**config.mk**
```make
export PLATFORM = sky130hd
export DESIGN_NAME = hazard_scoreboard_unit_flat
export DESIGN_NICKNAME = d
export VERILOG_FILES = /design/src/rtl/hazard_scoreboard_unit_pkg.sv /design/src/rtl/hazard_scoreboard_unit_if.sv /design/src/rtl/hazard_scoreboard_unit_fwd_select.sv /design/src/rtl/hazard_scoreboard_unit.sv /design/src/flat_wrapper.sv
export SDC_FILE = /design/constraint.sdc
export NUM_CORES = 1
export LEC_CHECK = 0
export CAP_MARGIN = 20
export CORE_ASPECT_RATIO = 0.6
export CORE_MARGIN = 5
export CORE_UTILIZATION = 57
export CTS_CLUSTER_DIAMETER = 80
export DETAILED_ROUTE_END_ITERATION = 10
export GPL_TIMING_DRIVEN = 1
export PLACE_DENSITY_LB_ADDON = 0.25
export SETUP_SLACK_MARGIN = 0.5
export SLEW_MARGIN = 20
export SYNTH_ARGS = -nofsm -noshare
export SYNTH_HDL_FRONTEND = slang
export SYNTH_HIERARCHICAL = 1
export SYNTH_SLANG_ARGS = --single-unit
```
**constraint.sdc**
```tcl
create_clock -name clk -period 6.1 [get_ports clk]
set_clock_uncertainty 0.1 [all_clocks]
set_input_delay 1.525 -clock clk [delete_from_list [all_inputs] [get_ports clk]]
set_output_delay 1.525 -clock clk [all_outputs]
set_load 0.005 [all_outputs]
```
**src/rtl/hazard_scoreboard_unit_pkg.sv**
```systemverilog
// Shared types and constants for the hazard/forwarding scoreboard.
// Supersedes the fixed three-way forwarding select used by the legacy core.
package hazard_pkg;

    localparam logic [4:0] REG_X0 = 5'd0;
    localparam int DEF_FWD_STAGES = 2;

    function automatic int sel_width(input int num_stages);
        return $clog2(num_stages + 1);
    endfunction

    localparam int FWD_SEL_W = sel_width(DEF_FWD_STAGES);

    typedef logic [FWD_SEL_W-1:0] fwd_sel_t;
    typedef logic [4:0]           reg_idx_t;

endpackage

```
**src/rtl/hazard_scoreboard_unit_if.sv**
```systemverilog
// ID/EX hazard bus: pipeline-side operand/stage info in, forwarding selects and stall out.
interface hazard_scoreboard_unit_if
    import hazard_pkg::*;
#(
    parameter int NUM_SRC        = 2,
    parameter int NUM_FWD_STAGES = 2,
    parameter int CNT_W          = 32
) ();
    localparam int SEL_W = sel_width(NUM_FWD_STAGES);

    logic [NUM_SRC-1:0][4:0]        rs_ex;
    logic [NUM_SRC-1:0]             rs_used_ex;
    logic [NUM_FWD_STAGES-1:0][4:0] rd_stage;
    logic [NUM_FWD_STAGES-1:0]      wr_en_stage;
    logic [NUM_FWD_STAGES-1:0]      data_rdy_stage;
    logic                           ll_issue_valid;
    reg_idx_t                       ll_issue_rd;
    logic                           ll_issue_ready;
    logic                           ll_done_valid;
    reg_idx_t                       ll_done_rd;
    logic [NUM_SRC-1:0][SEL_W-1:0]  fwd_sel;
    logic                           stall;
    logic [CNT_W-1:0]               stall_cnt;

    modport master (
        output rs_ex, rs_used_ex, rd_stage, wr_en_stage, data_rdy_stage,
        output ll_issue_valid, ll_issue_rd, ll_done_valid, ll_done_rd,
        input  ll_issue_ready, fwd_sel, stall, stall_cnt
    );

    modport slave (
        input  rs_ex, rs_used_ex, rd_stage, wr_en_stage, data_rdy_stage,
        input  ll_issue_valid, ll_issue_rd, ll_done_valid, ll_done_rd,
        output ll_issue_ready, fwd_sel, stall, stall_cnt
    );

endinterface

```
**src/rtl/hazard_scoreboard_unit_fwd_select.sv**
```systemverilog
// Per-operand forwarding priority match and blocked flag.
// Stage 0 is youngest; the youngest matching stage decides both select and readiness.
module fwd_select
    import hazard_pkg::*;
#(
    parameter int NUM_FWD_STAGES = 2,
    parameter int SEL_W          = sel_width(NUM_FWD_STAGES)
) (
    input  reg_idx_t                       rs,
    input  logic                           rs_used,
    input  logic [NUM_FWD_STAGES-1:0][4:0] rd_stage,
    input  logic [NUM_FWD_STAGES-1:0]      wr_en_stage,
    input  logic [NUM_FWD_STAGES-1:0]      data_rdy_stage,
    input  logic [31:0]                    pending,
    output logic [SEL_W-1:0]               sel,
    output logic                           blocked
);

    logic hit;
    logic hit_rdy;

    // Scan oldest to youngest so a younger match overwrites an older one.
    always_comb begin
        sel     = '0;
        hit     = 1'b0;
        hit_rdy = 1'b1;
        for (int k = NUM_FWD_STAGES - 1; k >= 0; k--) begin
            if (wr_en_stage[k] && (rd_stage[k] == rs) && (rs != REG_X0)) begin
                sel     = SEL_W'(k + 1);
                hit     = 1'b1;
                hit_rdy = data_rdy_stage[k];
            end
        end
    end

    always_comb begin
        blocked = 1'b0;
        if (rs_used && (rs != REG_X0)) begin
            blocked = hit ? !hit_rdy : pending[rs];
        end
    end

endmodule

```
**src/rtl/hazard_scoreboard_unit.sv**
```systemverilog
// ID/EX hazard unit: operand forwarding, long-latency scoreboard and stall generation.
// Holds the pending-register bitmap, outstanding-op counter and saturating stall counter.
module hazard_scoreboard_unit
    import hazard_pkg::*;
#(
    parameter int NUM_SRC         = 2,
    parameter int NUM_FWD_STAGES  = 2,
    parameter int MAX_OUTSTANDING = 4,
    parameter int CNT_W           = 32
) (
    input logic                     clk,
    input logic                     rst,
    hazard_scoreboard_unit_if.slave bus
);

    localparam int SEL_W = sel_width(NUM_FWD_STAGES);
    localparam int OUT_W = $clog2(MAX_OUTSTANDING + 1);
    localparam logic [OUT_W-1:0] OUT_MAX = OUT_W'(MAX_OUTSTANDING);

    logic [31:0]                   pending;
    logic [OUT_W-1:0]              outstanding;
    logic [CNT_W-1:0]              stall_cnt;
    logic [NUM_SRC-1:0]            blocked;
    logic [NUM_SRC-1:0][SEL_W-1:0] sel;
    logic                          issue_fire;
    logic                          dec_ok;
    logic                          stall_int;

    for (genvar i = 0; i < NUM_SRC; i++) begin : g_src
        fwd_select #(
            .NUM_FWD_STAGES (NUM_FWD_STAGES),
            .SEL_W          (SEL_W)
        ) u_fwd_select (
            .rs             (bus.rs_ex[i]),
            .rs_used        (bus.rs_used_ex[i]),
            .rd_stage       (bus.rd_stage),
            .wr_en_stage    (bus.wr_en_stage),
            .data_rdy_stage (bus.data_rdy_stage),
            .pending        (pending),
            .sel            (sel[i]),
            .blocked        (blocked[i])
        );
    end

    assign issue_fire = bus.ll_issue_valid && bus.ll_issue_ready;
    assign dec_ok     = bus.ll_done_valid && (outstanding != '0);

    // Combinational outputs are forced to their idle values while reset is held.
    assign stall_int          = !rst && (|blocked);
    assign bus.stall          = stall_int;
    assign bus.fwd_sel        = rst ? '0 : sel;
    assign bus.ll_issue_ready = (outstanding != OUT_MAX);
    assign bus.stall_cnt      = stall_cnt;

    // Set after clear: an issue and a done to the same rd leaves the new producer pending.
    always_ff @(posedge clk or posedge rst) begin
        if (rst) begin
            pending <= '0;
        end else begin
            if (bus.ll_done_valid && (bus.ll_done_rd != REG_X0)) begin
                pending[bus.ll_done_rd] <= 1'b0;
            end
            if (issue_fire && (bus.ll_issue_rd != REG_X0)) begin
                pending[bus.ll_issue_rd] <= 1'b1;
            end
        end
    end

    always_ff @(posedge clk or posedge rst) begin
        if (rst) begin
            outstanding <= '0;
        end else begin
            case ({issue_fire, dec_ok})
                2'b10:   outstanding <= outstanding + 1'b1;
                2'b01:   outstanding <= outstanding - 1'b1;
                default: outstanding <= outstanding;
            endcase
        end
    end

    always_ff @(posedge clk or posedge rst) begin
        if (rst) begin
            stall_cnt <= '0;
        end else if (stall_int && (stall_cnt != '1)) begin
            stall_cnt <= stall_cnt + 1'b1;
        end
    end

    // Protocol errors are absorbed: a refused issue or a done with nothing in flight must not move the count.
    a_issue_refused: assert property (@(posedge clk) disable iff (rst)
        (bus.ll_issue_valid && !bus.ll_issue_ready && !bus.ll_done_valid) |=> (outstanding == OUT_MAX));

    a_done_underflow: assert property (@(posedge clk) disable iff (rst)
        (bus.ll_done_valid && (outstanding == '0) && !issue_fire) |=> (outstanding == '0));

endmodule
```
**src/flat_wrapper.sv**
```systemverilog
// flat-port wrapper written by rule: the top's interface ports become plain ports
module hazard_scoreboard_unit_flat import hazard_pkg::*;
#(
    parameter int NUM_SRC         = 2,
    parameter int NUM_FWD_STAGES  = 2,
    parameter int MAX_OUTSTANDING = 4,
    parameter int CNT_W           = 32
)
  (clk, rst, bus_rs_ex, bus_rs_used_ex, bus_rd_stage, bus_wr_en_stage, bus_data_rdy_stage, bus_ll_issue_valid, bus_ll_issue_rd, bus_ll_done_valid, bus_ll_done_rd, bus_ll_issue_ready, bus_fwd_sel, bus_stall, bus_stall_cnt);
  hazard_scoreboard_unit_if #(.NUM_SRC(NUM_SRC), .NUM_FWD_STAGES(NUM_FWD_STAGES), .CNT_W(CNT_W)) bus_i ();
  input logic clk;
  input logic rst;
  input wire logic [$bits(bus_i.rs_ex)-1:0] bus_rs_ex;
  input wire logic [$bits(bus_i.rs_used_ex)-1:0] bus_rs_used_ex;
  input wire logic [$bits(bus_i.rd_stage)-1:0] bus_rd_stage;
  input wire logic [$bits(bus_i.wr_en_stage)-1:0] bus_wr_en_stage;
  input wire logic [$bits(bus_i.data_rdy_stage)-1:0] bus_data_rdy_stage;
  input wire logic [$bits(bus_i.ll_issue_valid)-1:0] bus_ll_issue_valid;
  input wire logic [$bits(bus_i.ll_issue_rd)-1:0] bus_ll_issue_rd;
  input wire logic [$bits(bus_i.ll_done_valid)-1:0] bus_ll_done_valid;
  input wire logic [$bits(bus_i.ll_done_rd)-1:0] bus_ll_done_rd;
  output wire logic [$bits(bus_i.ll_issue_ready)-1:0] bus_ll_issue_ready;
  output wire logic [$bits(bus_i.fwd_sel)-1:0] bus_fwd_sel;
  output wire logic [$bits(bus_i.stall)-1:0] bus_stall;
  output wire logic [$bits(bus_i.stall_cnt)-1:0] bus_stall_cnt;
  assign bus_i.rs_ex = bus_rs_ex;
  assign bus_i.rs_used_ex = bus_rs_used_ex;
  assign bus_i.rd_stage = bus_rd_stage;
  assign bus_i.wr_en_stage = bus_wr_en_stage;
  assign bus_i.data_rdy_stage = bus_data_rdy_stage;
  assign bus_i.ll_issue_valid = bus_ll_issue_valid;
  assign bus_i.ll_issue_rd = bus_ll_issue_rd;
  assign bus_i.ll_done_valid = bus_ll_done_valid;
  assign bus_i.ll_done_rd = bus_ll_done_rd;
  assign bus_ll_issue_ready = bus_i.ll_issue_ready;
  assign bus_fwd_sel = bus_i.fwd_sel;
  assign bus_stall = bus_i.stall;
  assign bus_stall_cnt = bus_i.stall_cnt;
  hazard_scoreboard_unit #(.NUM_SRC(NUM_SRC), .NUM_FWD_STAGES(NUM_FWD_STAGES), .MAX_OUTSTANDING(MAX_OUTSTANDING), .CNT_W(CNT_W)) u_core (.clk(clk), .rst(rst), .bus(bus_i));
endmodule
```
# [After elaboration in Yosys (flattened, before gate mapping)]
# Cells that the tools add are included.
# Widths: inputs -> output; s select.
[word_totals] output_inout_bits=38 regBits=67 wordCells=79 in_bits=40
[classes] muxes=28 addsub=3 n_reduce_logical=28 n_eq_ne=8 order_cmp=6 bitwise=3
[op_table] operator="$mux 32" count=2
[op_table] operator="$add 32x1->32 const B" count=1
[op_table] operator="$and 32x32->32" count=1
[op_table] operator="$ne 32x32->1 const B" count=1
[op_table] operator="$not 32->32" count=1
[op_table] operator="$or 32x32->32" count=1
[op_table] operator="$lt 5x6->1 const B" count=4
[op_table] operator="$eq 5x5->1" count=4
[op_table] operator="$reduce_bool 5->1" count=4
[op_table] operator="$logic_and 1x1->1" count=18
[op_table] operator="$mux 1" count=16
[op_table] operator="$bmux 1 s5" count=2
[op_table] operator="$demux 1 s5" count=2
[op_table] operator="$ge 5x1->1 const B" count=2
[op_table] operator="$mux 2" count=4
[op_table] operator="$pmux 3 s2" count=1
[op_table] operator="$mux 4" count=1
[op_table] operator="$add 3x1->3 const B" count=1
[op_table] operator="$logic_not 1->1" count=3
[op_table] operator="$ne 3x3->1 const B" count=1
[op_table] operator="$reduce_bool 3->1" count=1
[op_table] operator="$sub 3x1->3 const B" count=1
[op_table] operator="$eq 2x1->1 const B" count=1
[op_table] operator="$eq 2x2->1 const B" count=1
[op_table] operator="other kinds (2)" count=2

# [Logic depth before layout (Yosys ltp)]
# Gate-level depths: netlist (run 1).
[logic_depth] depth_word=11 mapped_depth=12 depth_no_buf=10

# [Modules after synthesis]
# The synthesis (run 1) kept the hierarchy.
[by_module_without_submodules] module="hazard_scoreboard_unit" instances=1 area_per_inst_um2=3134.3 seq_area_each_um2=1676.6 cells_each=301
[by_module_without_submodules] module="fwd_select" instances=2 area_per_inst_um2=484.2 seq_area_each_um2=0.0 cells_each=43

# [Worst setup path before layout (run 1)]
# OpenSTA, ideal clock, no wires.
[synth_path] kind="input-to-output" startpoint="in bus_rs_ex[6]" endpoint="out bus_stall" path_buffers=1 slack_ns=1.536 t_arrival_ns=2.939 path_stages=7 required_ns=4.475 cell_sequence="buf_6 > or4_4 > nor2_2 > nor4_2 > nor4_1 > a211oi_1 > o21ba_2"
[synth_via] elab_chain_cells=10 elab_cells_between_ends=19 classes_between="eq/ne (2); mux (8); reduce/logical (9)"
[synth_rtl] element="start: declaration" line_no="flat_wrapper.sv:13" text="input wire logic [$bits(bus_i.rs_ex)-1:0] bus_rs_ex;"
[synth_rtl] element="$eq 5x5->1" line_no="hazard_scoreboard_unit_fwd_select.sv:28" text="if (wr_en_stage[k] && (rd_stage[k] == rs) && (rs != REG_X0)) begin"
[synth_rtl] element="$logic_and 1x1->1 (2 in a row)" line_no="hazard_scoreboard_unit_fwd_select.sv:28"
[synth_rtl] element="$mux 1 (2 in a row)" line_no="hazard_scoreboard_unit_fwd_select.sv:28"
[synth_rtl] element="$logic_not 1->1" line_no="hazard_scoreboard_unit_fwd_select.sv:39" text="blocked = hit ? !hit_rdy : pending[rs];"
[synth_rtl] element="$mux 1" line_no="hazard_scoreboard_unit_fwd_select.sv:39"
[synth_rtl] element="$mux 1 (*)" line_no="hazard_scoreboard_unit_fwd_select.sv:38" text="if (rs_used && (rs != REG_X0)) begin"
[synth_rtl] element="net u_core.blocked[1]" line_no="hazard_scoreboard_unit.sv:23" text="logic [NUM_SRC-1:0] blocked;"
[synth_rtl] element="$reduce_or 2->1 (*)" line_no="hazard_scoreboard_unit.sv:49" text="assign stall_int = !rst && (|blocked);"
[synth_rtl] element="$logic_and 1x1->1 (*)" line_no="hazard_scoreboard_unit.sv:49"
[synth_rtl] element="end: declaration" line_no="flat_wrapper.sv:24" text="output wire logic [$bits(bus_i.stall)-1:0] bus_stall;"
# The timed path passes the listed nets; every way through them passes the cells marked *. The select of a mux whose other input is x is not followed.

# [Worst setup path in the final report (run 1)]
[layout_path] startpoint="in bus_rs_ex[7]" endpoint="out bus_stall"
# Same word-level chain as after synthesis.

==> results of run 1 <==
-- per-layer routing --
| metal | vias to the layer above | track usage | part of all wire |
|---|---|---|---|
| li1 | 1619 | - | - |
| met1 | 1790 | 0.381 | 0.42 |
| met2 | 262 | 0.440 | 0.44 |
| met3 | 23 | 0.0905 | 0.13 |
| met4 | 0 | 0.0736 | 0.013 |
| met5 | - | 0 | 0 |
-- cell usage after synthesis, types with 5 or more instances --
library cell / number
mux4_1: 8
and2_1: 9
mux4_2: 8
nor2_1: 13
o21ai_0: 64
nand2_1: 16
nor2b_1: 6
and3_1: 5
nand4_1: 19
mux2i_1: 7
nand3_1: 21
buf_6: 6
inv_1: 6
nor4_1: 6
dfrtp_1: 67
and4_1: 5
xor2_1: 18
nand3b_1: 8
xnor2_1: 34
clkbuf_1: 6
-- cell type report --
| type | count | area (µm²) | share of cell area |
|---|---|---|---|
| sequential | 67 | 1680 | 0.317 |
| multi-input combinational | 300 | 2330 | 0.441 |
| timing repair buffer | 89 | 860 | 0.163 |
| inverter | 6 | 22.5 | 0.00426 |
| clock buffer | 11 | 253 | 0.0478 |
| clock inverter | 5 | 36.3 | 0.00686 |
| tap | 87 | 109 | 0.0206 |
-- how the worst min path moves through the flow --
stage	cells after the start	endpoint
after floorplan	1	u_core/pending[0]
after global placement	0	u_core/pending[0]
after detailed placement	0	u_core/pending[0]
after CTS	0	u_core/pending[0]
after global routing	0	u_core/pending[0]
final	0	u_core/pending[0]
-- power groups by stage --
stage               combinational (mW)  sequential, mW  clock [mW]
finish                           0.388           0.633       0.492
global placement                 0.349           0.625           0
CTS                              0.382           0.627       0.496
global route                     0.419           0.642       0.517
floorplan                        0.242           0.597           0
detailed placement               0.371           0.631           0
-- stage by stage --
stage	area, µm²	setup slack [ns]	cells	util
CTS	5280	0.594	565	0.773
global route	5290	0.455	565	0.775
detailed placement	4930	0.279	544	0.723
floorplan	4100	1.54	387	-
finish	5290	0.586	565	0.775
global placement	4930	0.391	544	0.723
-- what timing repair did --
item,in CTS,in global routing
setup endpoints to repair,1,1
gates resized for setup,8,2
cloned,2,0
buffers inserted,3,0
hold buffers,0,0
pin swaps,2,0
-- worst max-delay path, stage by stage --
cell	delay, ns
clkdlybuf4s50_1	0.66
or4_4	0.20
nor2_2	0.05
nor4_2	0.51
and3b_1	0.24
a211oi_1	0.22
o21ba_2	0.22
dlygate4sd2_1	0.26
-- logic make-up after synthesis --
kind of cell | Yosys count
AND/OR/NAND/NOR | 143
AO/OA/AOI/OAI | 76
flip-flops | 67
XOR/XNOR | 52
multiplexers | 26
buffers and inverters | 20
adder cells (fa/ha/maj) | 3
-- sequential cells by signal (all words and copies together), names as in the netlist --
register,flops
u_core/bus.stall_cnt,32
u_core/outstanding,3
u_core/pending,32
==> flow_metrics.tcl, run 1 <==
set metrics [dict create \
    outcome "finished clean" \
    gp_congestion 0.950 \
    syn_area_per_cell_um2 10.6 \
    finalHoldViolCount 0 \
    die_x_um 120 \
    postRouteAntennaNets 0 \
    start_kind "primary input" \
    clkPwrFrac 0.325 \
    synth_compound_area_frac 0.102 \
    firstDrtPassIters 5 \
    rows 23 \
    synth_top_family_by_area "simple AND/OR/NAND/NOR gates" \
    die_h_um 75.7 \
    cts_tree "done" \
    crit_fanout 6 \
    clk_latency_ns 0.33 \
    numCtsBuffers 9 \
    synth.distinct_cells 46 \
    boundaryPins 78 \
    worstMarginPinSlew_ns 0.933 \
    clock-sinks 67 \
    hpwl_um 8710 \
    hold_class "register to register" \
    yosys-top-cells-area "dfrtp_1 41%, o21ai_0 7.8%, xnor2_1 7.3%" \
    crit_start "bus_rs_ex[7]" \
    max_freq_mhz 181 \
    p_int_mw 1.05 \
    die-area_um2 9050 \
    antenna_found_initial 0 \
    gr-total-overflow 0 \
    start_util 0.602 \
    timing.rr.start "u_core/bus.stall_cnt[8]" \
    port_buffers 77 \
    synthArstFlopShare 1.00 \
    drc 0 \
    synth_simple_gate_area_frac 0.216 \
    worstPathArrival_ns 3.89 \
    finalSetupViolCount 0 \
    grt_first_pass_wirelength_um 19400 \
    num_antenna_cells 0 \
    final_common_cell "clkdlybuf4s50_1" \
    power.density_nw_per_um2 286 \
    synthDominantCellAreaShare 0.409 \
    vias_per_cell 6.54 \
    relSlewSlack 0.376 \
    grt_max_degree 35 \
    synth_edf_count 0 \
    regToRegSetupSlack_ns 3.12 \
    syn_area_um2 4100 \
    switching_share 0.309 \
    track_usage 0.279 \
    crit_type "primary input to output pin" \
    synthXorXnorAreaFrac 0.111 \
    synth_nets 430 \
    nFillCells 447 \
    first_iter_violations 451 \
    fin_crit_ns 5.51 \
    synth.mux.area_fraction 0.120 \
    synthAdderAreaFrac 0.0110 \
    period_share 0.904 \
    final_max_slew_viol_count 0 \
    vias 3694 \
    postSynthCellCount 387 \
    core_um2 6820 \
    cts_root_buf "clkbuf_16" \
    fin_setup_tns_ns 0 \
    rsz0062_at_grt "true" \
    post_drt_wl_per_cell_um 21.5 \
    synth_flop_cell "dfrtp_1" \
    ff2ff_path_depth 5 \
    drive_gt1_frac 0.126 \
    grt_pass1_vias 3668 \
    required_ns 4.47 \
    p_comb_frac 0.256 \
    holdWs_ns 0.311 \
    power_leakage_nw 2.14 \
    seq_power_share 0.419 \
    endpoint "bus_stall" \
    clk_pin_slew_ns 0.05 \
    synth_top_cell_by_area "dfrtp_1" \
    maxCapViolCount 0 \
    area_growth_syn_to_layout_pct 28.9 \
    routed_wl_um 12100 \
    end_kind "output pin" \
    r2r_end "u_core/bus.stall_cnt[1]" \
    hold_start "u_core/pending[0]" \
    ir_drop_mv 0.240 \
    layout_common_cells "74 x clkdlybuf4s50_1, 67 x dfrtp_1, 64 x o21ai_0, 34 x xnor2_1, 21 x nand3_1" \
    p_switching_mw 0.467 \
    ys_seq_area_frac 0.409 \
    cts_max_level 3 \
    yosys_warnings 6 \
    fin_total_pwr_mw 1.51 \
    synth_seq_cells 67 \
    clk_path_buf_depth 2 \
    finalNetCount 516 \
]
Power figures use the tool's default switching activity.
==> run 2, diff against run 1 <==
--- a/config.mk
+++ b/config.mk
@@ -8,10 +8,9 @@
 export CAP_MARGIN = 20
 export CORE_ASPECT_RATIO = 0.6
 export CORE_MARGIN = 5
-export CORE_UTILIZATION = 57
+export CORE_UTILIZATION = 44
 export CTS_CLUSTER_DIAMETER = 80
 export DETAILED_ROUTE_END_ITERATION = 10
-export GPL_TIMING_DRIVEN = 1
 export PLACE_DENSITY_LB_ADDON = 0.25
 export SETUP_SLACK_MARGIN = 0.5
 export SLEW_MARGIN = 20
==> run 2 against run 1 <==
Against the previous run: first-iteration DRC count is 49% lower; utilization shrank 19 points; routed wire length fell by 1.6%; critical endpoint unchanged; combinational power is 4% lower; sequential cell count stayed put; critical path type unchanged; critical path depth grew 1; via count is 4.5% lower; count of clock-buffer cells in the layout shrank 2.
==> flow_metrics.tcl, run 2 (same netlist as run 1, synthesis figures left out) <==
set metrics [dict create \
    fin_setup_tns_ns 0 \
    vias 3526 \
    cts_tree "done" \
    die_x_um 135 \
    switching_share 0.294 \
    firstDrtPassIters 5 \
    finalHoldViolCount 0 \
    finalNetCount 517 \
    fin_total_pwr_mw 1.56 \
    area_growth_syn_to_layout_pct 30.7 \
    clock-sinks 67 \
    timing.rr.start "u_core/pending[27]" \
    num_antenna_cells 0 \
    start_util 0.450 \
    finalSetupViolCount 0 \
    clk_pin_slew_ns 0.06 \
    worstMarginPinSlew_ns 0.677 \
    max_freq_mhz 182 \
    crit_fanout 6 \
    reg_top3 "u_core/bus.stall_cnt: 32 flops, u_core/pending: 32 flops, u_core/outstanding: 3 flops" \
    seq_power_share 0.407 \
    p_switching_mw 0.458 \
    ff2ff_path_depth 10 \
    grt_max_degree 38 \
    vias_per_cell 5.94 \
    relSlewSlack 0.548 \
    drc 0 \
    routed_wl_um 11900 \
    crit_type "primary input to output pin" \
    gr-total-overflow 0 \
    hold_class "register to register" \
    antenna_found_initial 0 \
    cts_max_level 3 \
    final_area_um2 5360 \
    gp_congestion 0.862 \
    hpwl_um 8970 \
    clkPwrFrac 0.353 \
    die_h_um 84.8 \
    port_buffers 77 \
    crit_start "bus_rs_ex[0]" \
    first_iter_violations 232 \
    power.density_nw_per_um2 291 \
    rsz0062_at_grt "false" \
    clk_latency_ns 0.32 \
    grt_first_pass_wirelength_um 19300 \
    maxCapViolCount 0 \
    cts_hold_buf 0 \
    layout_common_cells "67 x clkdlybuf4s50_1, 67 x dfrtp_1, 64 x o21ai_0, 34 x xnor2_1, 21 x nand3_1" \
    core_um2 9120 \
    start_kind "primary input" \
    outcome "finished clean" \
    die-area_um2 11400 \
    final_max_slew_viol_count 0 \
    grt_pass1_vias 3557 \
    boundaryPins 78 \
    r2r_end "u_core/bus.stall_cnt[30]" \
    period_share 0.899 \
    ir_drop_mv 0.166 \
    p_int_mw 1.10 \
    postRouteAntennaNets 0 \
    drive_gt1_frac 0.126 \
    power_leakage_nw 2.17 \
    worstPathArrival_ns 3.86 \
    post_drt_wl_per_cell_um 20.1 \
    track_usage 0.213 \
    clk_path_buf_depth 2 \
    end_kind "output pin" \
    rows 27 \
    fin_crit_ns 5.48 \
    regToRegSetupSlack_ns 3.25 \
    required_ns 4.47 \
    endpoint "bus_stall" \
    p_comb_frac 0.240 \
    placed_area_um2 4970 \
    numCtsBuffers 9 \
    cts_root_buf "clkbuf_16" \
]
## run 2: cell count changes in the layout (fill, tap and decap cells not counted), sizes merged
cell | previous run | this run
clkbuf | 11 | 10
bufinv | 0 | 2
clkdlybuf4s50 | 74 | 67
dlygate4sd2 | 3 | 6
dlymetal6s2s | 0 | 2
clkinvlp | 0 | 1
clkinv | 4 | 2
buf | 12 | 14
## run 2: cell type report
| cell class | count | area, µm² |
|---|---|---|
| clock buffer | 9 | 225 |
| clock inverter | 6 | 90.1 |
| fill | 805 | 3760 |
| inverter | 6 | 22.5 |
| multi-input combinational | 300 | 2340 |
| sequential | 67 | 1680 |
| tap | 116 | 145 |
| timing repair buffer | 90 | 865 |
## run 2: worst max-delay path, stage by stage
cell	delay [ns]
dlygate4sd2_1	0.27
buf_2	0.19
or4_4	0.51
nor2_4	0.14
nor4_1	0.10
and3b_1	0.17
a211oi_1	0.21
o21ba_2	0.21
clkdlybuf4s50_1	0.53
## run 2: power groups by stage
stage / Sequential (mW) / Clock [mW] / Combinational, mW
after floorplan: 0.597 / 0 / 0.242
after global placement: 0.631 / 0 / 0.350
after detailed placement: 0.637 / 0 / 0.367
after CTS: 0.630 / 0.560 / 0.374
after global routing: 0.646 / 0.578 / 0.414
final: 0.634 / 0.550 / 0.374
## run 2: how the worst min path moves through the flow
stage / from / endpoint / slack [ns] / cells past startpoint
final: u_core/pending[0] / u_core/pending[0] / 0.30 / 0
after global routing: u_core/pending[0] / u_core/pending[0] / 0.32 / 0
after CTS: u_core/pending[0] / u_core/pending[0] / 0.30 / 0
after detailed placement: u_core/pending[0] / u_core/pending[0] / 0.29 / 0
after global placement: u_core/pending[0] / u_core/pending[0] / 0.30 / 0
after floorplan: u_core/pending[0] / u_core/pending[0] / 0.34 / 1
## run 2: repair_timing
item                                    CTS  global route
pin swaps                                 3             1
gates resized for setup                  18             7
endpoints found under the setup margin    1             1
setup buffers                             1             4
cloned                                    1             0
## run 2: through the flow
| stage | hold WS (ns) | cells | util | setup slack [ns] |
|---|---|---|---|---|
| 2_1_floorplan | 0.341 | 387 | - | 1.54 |
| 3_3_place_gp | 0.304 | 573 | 0.544 | 0.301 |
| 3_5_place_dp | 0.290 | 573 | 0.544 | 0.270 |
| 4_1_cts | 0.301 | 590 | 0.585 | 0.505 |
| 5_1_grt | 0.317 | 594 | 0.588 | 0.509 |
| 6_report | 0.298 | 594 | 0.588 | 0.617 |
## run 2: routing by layer
metal,vias to the layer above,part of all wire,track usage
met5,-,0,0
met4,0,0.0045,0.0370
met3,6,0.081,0.0653
met2,125,0.41,0.298
met1,1780,0.50,0.327
li1,1615,-,-
